<file path="src/rtl/mux2.sv">
// Registered 8-function ALU/source selector: one result per clock, with carry/borrow and zero flags.
// Reset is synchronous and forces out=0, carry=0, zero=1.
module mux2 #(
  parameter int WIDTH = 8
) (
  input  logic             clk,
  input  logic             rst,
  input  logic [WIDTH-1:0] X,
  input  logic [WIDTH-1:0] Y,
  input  logic [2:0]       sel,
  output logic [WIDTH-1:0] out,
  output logic             carry,
  output logic             zero
);

  logic [WIDTH-1:0] out_d, out_q;
  logic             carry_d, carry_q;
  logic             zero_d, zero_q;
  logic [WIDTH:0]   sum_w;
  logic [WIDTH:0]   diff_w;

  // Extra top bit of the widened sum is the carry; of the difference, the borrow.
  assign sum_w  = {1'b0, X} + {1'b0, Y};
  assign diff_w = {1'b0, X} - {1'b0, Y};

  always_comb begin
    out_d   = '0;
    carry_d = 1'b0;
    case (sel)
      3'd0: out_d = X;
      3'd1: out_d = Y;
      3'd2: begin
        out_d   = sum_w[WIDTH-1:0];
        carry_d = sum_w[WIDTH];
      end
      3'd3: begin
        out_d   = diff_w[WIDTH-1:0];
        carry_d = diff_w[WIDTH];
      end
      3'd4: out_d = X & Y;
      3'd5: out_d = X | Y;
      3'd6: out_d = X ^ Y;
      3'd7: out_d = ~X;
      default: out_d = '0;
    endcase
    if (rst) begin
      out_d   = '0;
      carry_d = 1'b0;
    end
    zero_d = (out_d == '0);
  end

  always_ff @(posedge clk) begin
    out_q   <= out_d;
    carry_q <= carry_d;
    zero_q  <= zero_d;
  end

  assign out   = out_q;
  assign carry = carry_q;
  assign zero  = zero_q;

endmodule

</file>
<file path="config.mk">
export PLATFORM = sky130hd
export DESIGN_NAME = mux2
export DESIGN_NICKNAME = d
export VERILOG_FILES = /design/src/rtl/mux2.sv
export SDC_FILE = /design/constraint.sdc
export NUM_CORES = 1
export LEC_CHECK = 0
export ABC_CLOCK_PERIOD_IN_PS = 2520
export BUFFER_PORTS_ARGS = -buffer_cell sky130_fd_sc_hd__buf_4
export CAP_MARGIN = 20
export CORE_MARGIN = 4
export CORE_UTILIZATION = 51
export CTS_CLUSTER_DIAMETER = 60
export DETAILED_ROUTE_END_ITERATION = 8
export GPL_ROUTABILITY_DRIVEN = 0
export PLACE_DENSITY = 0.75
export SLEW_MARGIN = 20
export SYNTH_ARGS = -nofsm -noshare
export SYNTH_HDL_FRONTEND = slang
export SYNTH_SLANG_ARGS = --single-unit
</file>
<file path="constraint.sdc">
create_clock -name clk -period 2.52 [get_ports clk]
set_input_delay 0.63 -clock clk [delete_from_list [all_inputs] [get_ports clk]]
set_output_delay 0.63 -clock clk [all_outputs]
set_load 0.02 [all_outputs]
</file>
Yosys cells after proc, flatten, opt, wreduce, memory -nomap -nowiden --
Cells that the tools add are included.
Storage, ports and cells: register bits 10, word-level logic and storage cells 21, bits of input ports 21
Operators by class: equal/unequal tests 7, multiplexer cells 3, add/subtract/negate cells 2, bitwise logic cells 4, reductions and logical operators 2
Operator list (number):
- $pmux 8 s8 | 1
- $eq 3x3->1 const B | 4
- $add 8x8->9 | 1
- $sub 8x8->9 | 1
- $and 8x8->8 | 1
- $logic_not 8->1 | 1
- $mux 8 | 1
- $not 8->8 | 1
- $or 8x8->8 | 1
- $xor 8x8->8 | 1
- $eq 3x2->1 const B | 2
- $eq 3x1->1 const B | 1
- $logic_not 3->1 | 1
- $pmux 1 s2 | 1

Logic depth before layout (Yosys ltp) --
depth after elaboration 4, depth in mapped cells 11, mapped depth without buffers 11

Least setup slack after synthesis --
Ideal clock, no wire load.
kind in2reg, start input X[0], end register zero_q, in the netlist zero, data arrival time 2.318 ns, cell stages on the path 11, data required time 2.432 ns, slack 0.114 ns, library setup time 0.088 ns, buffers on the path 0, path through inv_1 -> ha_1 -> inv_1 -> fa_1 -> nand2b_1 -> a31oi_1 -> a21oi_1 -> o2111a_1 -> a211oi_2 -> o2111ai_1 -> nor4_2
Between the ends: cells in the longest elaborated chain, start to end 4
Ends and longest elaborated chain:
- start: declaration | RTL line 8 | input logic [WIDTH-1:0] X,
- $sub 8x8->9 / $add 8x8->9 (equally long branches) | RTL line 24, 23
- $pmux 8 s8 (*) | RTL line 29 | case (sel)
- $mux 8 (*) | RTL line 46 | if (rst) begin
- net out_d[2] | RTL line 16 | logic [WIDTH-1:0] out_d, out_q;
- $logic_not 8->1 (*) | RTL line 50 | zero_d = (out_d == '0);
- net zero_d | RTL line 18 | logic zero_d, zero_q;
- end signal: assignment | RTL line 56 | zero_q <= zero_d;
- end: declaration | RTL line 18
Mark *: on every way through the listed nets, which the timed path passes. The rest lies on a longest branch. A chain may end at the register's enable or synchronous reset.

Worst setup path after layout --
Same ends and word-level chain as after synthesis.

==> results.json <==
{
  "utilization_after_layout_pct": 63.4,
  "wirelength_mm": 3.88,
  "setup_viol_count_final": 0,
  "vias": 1616,
  "grt_pass1_vias": 1393,
  "synth_nets": 271,
  "synth_flop_cell": "dfxtp_1",
  "rows": 20,
  "fp.dieH_um": 65.7,
  "core_area_um2": 3130,
  "grtUsageMet3_pct": 2.56,
  "synth_cells": 223,
  "cts.sinks": 10,
  "syn_area_um2": 1700,
  "design.portCount": 31,
  "synth_sequential_area_ratio_pct": 11.8,
  "slew-limit-headroom_pct": 75.5,
  "clkPwrFrac_pct": 20.2,
  "die_area_um2": 4320,
  "final_period_minus_worst_setup_slack_ns": 2.40,
  "total_switching_power_uw": 256,
  "status": "finished clean",
  "maxClockFrequency_mhz": 416,
  "synth-edff-count": 0,
  "critPathMaxFanout": 3,
  "grt_overflow_total": 0,
  "holdPathStages": 2,
  "globalRouteMet1Util_pct": 27.2,
  "post-dp-hpwl_mm": 3.10,
  "first_pass_iters": 7,
  "number_of_antenna_violations_at_the_first_check_in_global_routing": 0,
  "routedWlPerCell_um": 13.1,
  "layout.cell_area.non_filler_um2": 1980,
  "worst-slew-pin-transition_ns": 0.364,
  "grtUsageMet2_pct": 29.9,
  "hold-path-endpoint": "out[3]$_DFF_P_",
  "drive_gt1_share_pct": 24.5,
  "critPathKind": "primary input to flip-flop",
  "design_power_total_uw": 682,
  "track_usage_pct": 18.6,
  "grt_busiest_layer": "met2",
  "final_cell_mix": "buf_4 (41), ha_1 (25), inv_1 (24)",
  "antenna_cells_inserted": 0,
  "hold_viol_final": 0,
  "max-clock-path-buffers": 2,
  "synth_cell_types": 56,
  "hold_path.class": "primary input to flip-flop",
  "cap_viol_max_count": 0,
  "portBuffers": 30,
  "comb_power_share_pct": 53.7,
  "cts-root-buf": "clkbuf_4",
  "cts_inserted_buffers": 3,
  "syn_to_final_growth_pct": 16.7,
  "internal_power_uw": 426,
  "cts.hold.buffers_added": 0,
  "period_share_pct": 95.4,
  "timing.hold.worst.start": "rst",
  "power_per_cell_area_nw_per_um2": 344,
  "worst_setup_path_end_kind": "flip-flop",
  "p_sw_share_pct": 37.5,
  "pre_cts_slack_ns": -0.158,
  "worst_hold_slack_ns": 0.623,
  "asyncSetResetFlopFracSynth_pct": 0,
  "final_max_slew_viol_count": 0,
  "worst_setup_hold_path_clk_slew_ns": 0.06,
  "syn_area_per_cell_um2": 7.61,
  "setup_slack_ns": 0.116,
  "maximum_vdd_drop_mv": 0.119,
  "via_per_inst": 5.44,
  "initial_core_util_pct": 54.3,
  "cts_tree": "built",
  "drcViolationCount": 0,
  "clock_tree.htree_level_count": 1,
  "rsz0062_at_grt": "no",
  "crit_path_dat_ns": 2.54,
  "final_nets": 302,
  "sequentialPowerShare_pct": 26.1,
  "detail-route-antenna-nets": 0,
  "critical_path_required_ns": 2.66,
  "mostFrequentLayoutCell": "buf_4",
  "maximum_number_of_pins_on_one_net_before_global_route_repair": 26,
  "worstSetupStartpointType": "primary input",
  "post_place_instance_area_um2": 1940,
  "yosys_warnings": 0,
  "die-width_um": 65.7,
  "drtIter0Drc": 118,
  "grt_pass1_wl_mm": 6.57,
  "power_leakage_nw": 0.944,
  "synth_seq_cells": 10
}
worst max-delay path, cell delays in order:
cell       delay, ns
buf_4           0.12
inv_1           0.06
ha_1            0.18
inv_1           0.06
fa_2            0.52
a21oi_1         0.05
mux4_2          0.47
nor3_2          0.23
a211oi_2        0.06
o2111ai_1       0.11
nor4_2          0.05
worst max path at each step:
stage	start	endpoint	slack (ns)	cells past startpoint
2_1_floorplan	X[0]	zero$_DFF_P_	0.11	11
3_3_place_gp	X[0]	zero$_DFF_P_	-0.1	12
3_5_place_dp	X[0]	zero$_DFF_P_	-0.16	12
4_1_cts	X[0]	zero$_DFF_P_	0.1	12
5_1_grt	X[0]	zero$_DFF_P_	0.01	12
6_report	X[0]	zero$_DFF_P_	0.12	11
layer usage:
layer,routed length [um],part of all wire (%)
met1,1920,49
met2,1760,45
met3,205,5.3
met4,5,0.13
met5,0,0
kinds of logic after synthesis:
group / count (synthesis) / share of synthesized area (%)
DFF: 10 / 11.8
buffers and inverters: 41 / 12.7
and+or+nand+nor: 62 / 18.7
AOI/OAI and AO/OA: 73 / 29.3
muxes: 5 / 3.68
xor gates and xnor gates: 5 / 3.02
adders and majority gates: 27 / 20.8
power groups by stage:
stage / clock network (mW) / registers (mW) / logic (mW)
6_report: 0.138 / 0.178 / 0.366
5_1_grt: 0.150 / 0.179 / 0.404
4_1_cts: 0.141 / 0.178 / 0.363
3_5_place_dp: 0 / 0.182 / 0.361
3_3_place_gp: 0 / 0.181 / 0.359
2_1_floorplan: 0 / 0.202 / 0.235
synthesized netlist by cell type, drive strengths merged, types with 2 or more instances:
library cell / n / area share, %
a31oi: 2 / 0.74
xor2: 2 / 1.0
a211oi: 3 / 1.9
or3: 5 / 1.8
a21oi: 17 / 5.0
nand2: 18 / 4.1
o21ai: 20 / 5.9
nand2b: 4 / 1.9
xnor2: 3 / 2.0
inv: 26 / 5.7
mux2i: 4 / 2.4
dfxtp: 10 / 12
fa: 2 / 2.4
o31ai: 2 / 0.88
ha: 25 / 18
nor2: 20 / 4.4
nor4: 3 / 1.5
nor2b: 5 / 2.3
clkbuf: 3 / 0.66
a21o: 2 / 0.88
o211ai: 8 / 3.8
o22ai: 3 / 1.1
a22oi: 2 / 1.2
buf: 12 / 6.3
o2111ai: 3 / 1.9
nor3: 4 / 1.5
flip-flops by register name (all words and copies together) (netlist names):
signal and cells:
carry 1, zero 1, out 8
repair_timing:
item | in CTS | in global routing
gates resized for setup | 0 | 1
setup buffers | 0 | 0
endpoints found under the setup margin | 0 | 1
through the flow:
step / setup TNS (ns) / cells
finish: 0 / 297
global route: 0 / 297
floorplan: 0 / 223
CTS: 0 / 297
detailed placement: -0.158 / 293
global placement: -0.0957 / 293
area by class of cell:
| cell class | instances | area, um2 |
|---|---|---|
| Clock buffer | 4 | 36.3 |
| Fill cell | 302 | 1150 |
| Inverter | 26 | 97.6 |
| Multi-Input combinational cell | 172 | 1280 |
| Sequential cell | 10 | 200 |
| Tap cell | 44 | 55.1 |
| Timing Repair Buffer | 41 | 308 |
(Power assumes the default switching activity.)
